<file path="config.mk">
export PLATFORM = sky130hd
export DESIGN_NAME = finger_scan_ctrl
export DESIGN_NICKNAME = d
export VERILOG_FILES = /design/src/rtl/finger_scan_ctrl.sv
export SDC_FILE = /design/constraint.sdc
export NUM_CORES = 1
export LEC_CHECK = 0
export ABC_AREA = 1
export BUFFER_PORTS_ARGS = -buffer_cell sky130_fd_sc_hd__buf_4
export CAP_MARGIN = 30
export CORE_MARGIN = 4
export CORE_UTILIZATION = 56
export DETAILED_ROUTE_END_ITERATION = 8
export PLACE_DENSITY = 0.75
export SYNTH_ARGS = -nofsm -noshare
export SYNTH_HDL_FRONTEND = slang
export SYNTH_SLANG_ARGS = --single-unit
export TNS_END_PERCENT = 50
</file>
<file path="constraint.sdc">
create_clock -name clk -period 3.1 [get_ports clk]
set_clock_uncertainty 0.1 [all_clocks]
set_input_delay 0.31 -clock clk [delete_from_list [all_inputs] [get_ports clk]]
set_output_delay 0.31 -clock clk [all_outputs]
set_load 0.005 [all_outputs]
</file>
<file path="src/rtl/finger_scan_ctrl.sv">
// finger_scan_ctrl: scans the finger strip above a detected palm in the
// binary hand frame buffer. It reads one pixel per cycle, splits the palm
// column span into five equal bands (thumb..pinky), counts the foreground
// pixels in each band, and registers a five-bit extended/folded status.
// Optional build macro: FINGER_COUNT_OUT_EN adds finger_count[2:0], the
// number of extended fingers.
module finger_scan_ctrl #(
  parameter int                 FINGER_ROWS = 32,
  parameter int                 CNT_W       = 16,
  parameter logic [CNT_W-1:0]   THRESH      = 16'd24
) (
  input  logic       clk,
  input  logic       rst,
  input  logic       start,
  input  logic [7:0] palm_width,
  input  logic [7:0] start_of_palm_r,
  input  logic [7:0] start_of_palm_c,
  input  logic [7:0] end_of_palm_c,
  output logic       rd_en,
  output logic [7:0] rd_row,
  output logic [7:0] rd_col,
  input  logic       rd_data,
  output logic       busy,
  output logic       done,
  output logic       thumb_status,
  output logic       index_status,
  output logic       middle_status,
  output logic       ring_status,
`ifdef FINGER_COUNT_OUT_EN
  output logic       pinky_status,
  output logic [2:0] finger_count
`else
  output logic       pinky_status
`endif
);

  typedef enum logic [2:0] {
    S_IDLE, S_SETUP, S_SCAN, S_DRAIN, S_DECIDE, S_DONE
  } state_t;

  localparam logic [8:0] ROWS9 = 9'(FINGER_ROWS);
  localparam logic [7:0] ROWS8 = 8'(FINGER_ROWS);

  state_t           state_q, state_d;
  logic [7:0]       row_q, row_d;
  logic [7:0]       col_q, col_d;
  logic [7:0]       start_r_q, start_r_d;
  logic [7:0]       start_c_q, start_c_d;
  logic [7:0]       end_c_q, end_c_d;
  logic             wzero_q, wzero_d;
  logic [7:0]       row_hi_q, row_hi_d;
  logic [8:0]       cols_q, cols_d;
  logic [2:0]       band_q, band_d;
  logic [8:0]       acc_q, acc_d;
  logic [2:0]       band_dly_q, band_dly_d;
  logic             rd_en_dly_q, rd_en_dly_d;
  logic [CNT_W-1:0] cnt_q [5];
  logic [CNT_W-1:0] cnt_d [5];
  logic [4:0]       status_q, status_d;

  logic [7:0]       row_lo;
  logic [8:0]       acc_sum;
  logic             degenerate;
  logic             last_addr;

  // First scanned row: FINGER_ROWS above the palm top, clipped at row 0.
  assign row_lo     = ({1'b0, start_r_q} < ROWS9) ? 8'd0 : (start_r_q - ROWS8);
  assign degenerate = wzero_q || (end_c_q < start_c_q) || (start_r_q == 8'd0);
  assign last_addr  = (row_q == row_hi_q) && (col_q == end_c_q);
  assign acc_sum    = acc_q + 9'd5;

  // State register plus all datapath flops; one synchronous reset clears everything.
  always_ff @(posedge clk) begin
    if (!rst) begin
      state_q     <= S_IDLE;
      row_q       <= '0;
      col_q       <= '0;
      start_r_q   <= '0;
      start_c_q   <= '0;
      end_c_q     <= '0;
      wzero_q     <= 1'b0;
      row_hi_q    <= '0;
      cols_q      <= '0;
      band_q      <= '0;
      acc_q       <= '0;
      band_dly_q  <= '0;
      rd_en_dly_q <= 1'b0;
      status_q    <= '0;
      // NOTE: the five counters are a tiny flop array, not a RAM, so they are reset like any other state.
      for (int i = 0; i < 5; i++) cnt_q[i] <= '0;
    end else begin
      // NOTE: non-blocking assignments keep every flop sampling pre-edge values.
      state_q     <= state_d;
      row_q       <= row_d;
      col_q       <= col_d;
      start_r_q   <= start_r_d;
      start_c_q   <= start_c_d;
      end_c_q     <= end_c_d;
      wzero_q     <= wzero_d;
      row_hi_q    <= row_hi_d;
      cols_q      <= cols_d;
      band_q      <= band_d;
      acc_q       <= acc_d;
      band_dly_q  <= band_dly_d;
      rd_en_dly_q <= rd_en_dly_d;
      status_q    <= status_d;
      for (int i = 0; i < 5; i++) cnt_q[i] <= cnt_d[i];
    end
  end

  // Next-state logic for the scan sequence.
  always_comb begin
    // NOTE: assigning a default first keeps this block free of inferred latches.
    state_d = state_q;
    unique case (state_q)
      S_IDLE:   if (start) state_d = S_SETUP;
      S_SETUP:  state_d = degenerate ? S_DECIDE : S_SCAN;
      S_SCAN:   if (last_addr) state_d = S_DRAIN;
      S_DRAIN:  state_d = S_DECIDE;
      S_DECIDE: state_d = S_DONE;
      S_DONE:   state_d = S_IDLE;
      default:  state_d = S_IDLE;
    endcase
  end

  // Datapath: input capture, address walk, band tracking, counting, decision.
  always_comb begin
    row_d       = row_q;
    col_d       = col_q;
    start_r_d   = start_r_q;
    start_c_d   = start_c_q;
    end_c_d     = end_c_q;
    wzero_d     = wzero_q;
    row_hi_d    = row_hi_q;
    cols_d      = cols_q;
    band_d      = band_q;
    acc_d       = acc_q;
    band_dly_d  = band_q;
    rd_en_dly_d = rd_en;
    status_d    = status_q;
    for (int i = 0; i < 5; i++) begin
      cnt_d[i] = cnt_q[i];
      // Count a returned foreground pixel into the band its address belonged to.
      if (rd_en_dly_q && rd_data && (band_dly_q == 3'(i)) && (cnt_q[i] != '1))
        cnt_d[i] = cnt_q[i] + CNT_W'(1);
    end

    unique case (state_q)
      S_IDLE: begin
        if (start) begin
          start_r_d = start_of_palm_r;
          start_c_d = start_of_palm_c;
          end_c_d   = end_of_palm_c;
          wzero_d   = (palm_width == 8'd0);
        end
      end
      S_SETUP: begin
        row_d    = row_lo;
        col_d    = start_c_q;
        row_hi_d = start_r_q - 8'd1;
        cols_d   = {1'b0, end_c_q} - {1'b0, start_c_q} + 9'd1;
        band_d   = '0;
        acc_d    = '0;
        for (int i = 0; i < 5; i++) cnt_d[i] = '0;
      end
      S_SCAN: begin
        if (col_q == end_c_q) begin
          // Row wrap: restart the column and the band tracker.
          col_d  = start_c_q;
          row_d  = row_q + 8'd1;
          band_d = '0;
          acc_d  = '0;
        end else begin
          col_d = col_q + 8'd1;
          // Each column advances by 5/cols of a band; carry into the next band.
          if (acc_sum >= cols_q) begin
            acc_d  = acc_sum - cols_q;
            band_d = (band_q == 3'd4) ? 3'd4 : band_q + 3'd1;
          end else begin
            acc_d  = acc_sum;
          end
        end
      end
      S_DECIDE: begin
        for (int i = 0; i < 5; i++) status_d[i] = (cnt_q[i] >= THRESH);
      end
      default: ;
    endcase
  end

  // Moore outputs decoded from the current state.
  always_comb begin
    rd_en = (state_q == S_SCAN);
    busy  = (state_q != S_IDLE);
    done  = (state_q == S_DONE);
  end

  assign rd_row        = row_q;
  assign rd_col        = col_q;
  assign thumb_status  = status_q[0];
  assign index_status  = status_q[1];
  assign middle_status = status_q[2];
  assign ring_status   = status_q[3];
  assign pinky_status  = status_q[4];

`ifdef FINGER_COUNT_OUT_EN
  logic [2:0] fcount_q, fcount_d;

  // Extended-finger count, registered on the same edge as the status bits.
  always_comb begin
    fcount_d = fcount_q;
    if (state_q == S_DECIDE) begin
      fcount_d = '0;
      for (int i = 0; i < 5; i++) fcount_d = fcount_d + 3'(status_d[i]);
    end
  end

  // Finger count register.
  always_ff @(posedge clk) begin
    if (!rst) fcount_q <= '0;
    else      fcount_q <= fcount_d;
  end

  assign finger_count = fcount_q;
`endif

endmodule

</file>
==> reports/metrics.yaml <==
p_leak_nw: 4.36
path_clk_slew_ns: 0.07
critPathMaxStageDelay_ns: 0.39
reg2regPathDepth: 18
cts_tree: "built"
antenna_cells: 0
yosysUniqueCellTypes: 43
vias_per_cell: 5.34
final_cells: 1681
cts_setup_buffers: 0
cts_resized: 0
rrSetupSlack_ns: 0.32
status: "finished clean"
drtPass1Iterations: 5
crit_top_cell: "nand2_1"
vias: 8981
start_util_pct: 57.5
core_area_sq_um: 16600
wl_per_cell_um: 13.2
cp.arrival_ns: 3.05
htreeDepth: 4
syn_avg_cell_area_sq_um: 6.80
clkLatencyLatePin_ns: 0.43
r2r-start: "acc_q[0]"
fin_setup_tns_ns: 0
grt_pass1_vias: 8015
std_cell_rows: 47
drt_iter0_drc: 546
cts.hold.buffers_added: 0
yosysWarningCount: 0
grt_use_total_pct: 22.7
pre_cts_ws_ns: 0.353
syn_nets: 1492
cts_made_buffers: 17
nFillCells: 1513
hold_viol: 0
setup_viol: 0
rsz0062_at_grt: "false"
cts_buffer_depth: 2
crit_chain: "ha_1, inv_1, nand2_1, nand2_1, inv_1, nand2_1, xnor2_1, ha_1, nand2_1, inv_1, a21oi_1, nand3_1, nor2_1, buf_4, nand3_1, nand3_1, nand2_1, inv_1"
area_growth_pct: 11.8
setup_ws_ns: 0.322
min_path_type: "primary input to flop"
grt-ovfl-total: 0
switching_power_w: 0.00373
p_comb_share_pct: 44.5
crit_type: "flop to flop"
hold_depth: 3
cts_sinks: 162
worstReg2RegEnd: "acc_q[8]"
die_h_um: 139
grt_pass1_wl_um: 37400
io_pins: 60
wl_um: 22200
power.total_w: 0.00876
place_congestion: 0.897
cts.root.buffer_cell: "clkbuf_16"
min_to: "start_r_q[7]"
grt_max_degree: 59
port_buffers: 59
antenna_found_initial: 0
cp-end-kind: "flop"
required_ns: 3.37
synthCells: 1406
min_from: "start_of_palm_r[7]"
dieArea_sq_um: 19200
drtAntennaViolNets: 0
synthesis.area_sq_um: 9560
internal_power_w: 0.00503
slowest_stage: "dfxtp_1"
switching_share_pct: 42.6
power_density_nw_per_um2: 820
nNetsFinal: 1534
die_w_um: 139
period_needed_ns: 2.78
slew_viol_final: 0
async_flop_share_pct: 0
synth_flop_cell: "dfxtp_1"
worstMarginPinSlew_ns: 0.842
drc: 0
vdd_drop_max_mv: 0.439
drive_gt1_share_pct: 8.21
dpl.hpwl_um: 15800
cap_violations: 0
ys_seq_elements: 162
synth_edf_count: 0
maxSlewHeadroom_pct: 43.8
seqPwrFrac_pct: 31.1
dp.cells: 1649
post-route-util_pct: 64.2
startpoint_type: "flop"
critical_path.max_fanout: 9
min_period_over_period_pct: 89.6
max_freq_mhz: 360
clockPowerShare_pct: 24.3
ys_seq_area_share_pct: 33.9
==> worst max-delay path by stage <==
| stage | slack, ns | from | end |
|---|---|---|---|
| final | 0.32 | acc_q[0] | acc_q[8] |
| after floorplan | 0.73 | acc_q[0] | acc_q[8] |
| after detailed placement | 0.35 | acc_q[0] | acc_q[8] |
| after CTS | 0.33 | acc_q[0] | acc_q[8] |
| after global routing | 0.004 | acc_q[0] | acc_q[8] |
| after global placement | 0.41 | acc_q[0] | acc_q[8] |
==> final cells by class <==
type | count | area [sq um] | area share (%)
well taps | 220 | 275 | 2.58
multi-input cells | 1005 | 5340 | 50.0
inverters | 198 | 746 | 6.98
flip-flops and latches | 162 | 3240 | 30.3
clock buffers | 17 | 425 | 3.98
repair buffers | 64 | 480 | 4.50
clock inverters | 15 | 174 | 1.63
==> cell usage after synthesis, types with 4 or more instances <==
cell type	n	area, sq um
o21ai_0	94	470
dfxtp_1	162	3240
clkbuf_1	13	48.8
nand4_1	26	163
o21a_1	5	37.5
a21oi_1	127	636
nand3b_1	6	45.0
fa_1	5	100
nand3_1	95	475
nand2_1	329	1230
nor3_2	5	50.1
buf_4	9	67.6
nor4_1	14	87.6
and3_1	4	25.0
nand2_2	4	25.0
inv_1	189	709
o211ai_1	5	37.5
inv_2	6	22.5
o22ai_1	7	43.8
nor2_1	105	394
ha_1	45	563
a211oi_1	4	30.0
a31oi_1	5	31.3
xnor2_1	24	210
buf_2	16	80.1
nor3_1	44	220
xor2_1	35	307
==> cells in the final DEF (no fill, tap or decap), types with 4 or more instances in the layout <==
cell type and instances:
nand3b_1 6, nand2_2 4, nand4_1 26, o21a_1 5, and3_1 4, inv_2 6
a31oi_1 5, o21ai_0 94, o211ai_1 5, nand3_1 95, fa_1 5, nand2_1 329
nor2_1 105, ha_1 45, clkinvlp_4 4, xnor2_1 24, buf_4 64, inv_1 189
xor2_1 35, dfxtp_1 162, clkbuf_16 17, nor4_1 14, a211oi_1 4, o22ai_1 7
a21oi_1 127, inv_6 5, nor3_1 44, nor3_2 5
==> state kept, by name, summed over array words and instances (netlist names), 5 cells and up <==
| signal | count |
|---|---|
| status_q | 5 |
| rd_row | 8 |
| end_c_q | 8 |
| start_c_q | 8 |
| cols_q | 9 |
| start_r_q | 8 |
| row_hi_q | 8 |
| rd_col | 8 |
| acc_q | 9 |
| cnt_q | 80 |
==> cells by family after synthesis <==
logic type               count (synthesis)  share of synthesized area, %
AND/OR/NAND/NOR                        640                          29.3
AO/OA/AOI/OAI                          256                          14.2
buffers and inverters                  239                          10.2
flip-flops                             162                          33.9
XOR/XNOR                                59                          5.40
adder cells (fa/ha/maj)                 50                          6.93
==> layer usage <==
metal / track usage [%] / wire length (um)
met3: 4.41 / 937
met2: 37.7 / 10400
met1: 30.6 / 10500
met4: 5.97 / 344
met5: 0 / 0
==> critical path, delay by kind of cell, from the launching register on <==
kind / cells / cell delay, ns
fa+ha+maj: 2 / 0.51
xor+xnor: 1 / 0.22
buf+inv: 5 / 0.45
compound gates: 1 / 0.18
flops: 1 / 0.39
simple gates: 9 / 0.86
==> per-stage QoR <==
step,instance area (sq um),hold slack [ns]
2_1_floorplan,9560,0.325
3_3_place_gp,10100,0.331
3_5_place_dp,10100,0.339
4_1_cts,10700,0.0408
5_1_grt,10700,0.0513
6_report,10700,0.0551
==> power groups by stage <==
stage	clock network [W]	registers, W	logic [W]
3_5_place_dp	0	0.00277	0.00385
3_3_place_gp	0	0.00276	0.00380
2_1_floorplan	0	0.00268	0.00294
5_1_grt	0.00227	0.00277	0.00445
6_report	0.00213	0.00273	0.00390
4_1_cts	0.00217	0.00272	0.00388
Note: power is estimated with default switching activity, not from simulation.
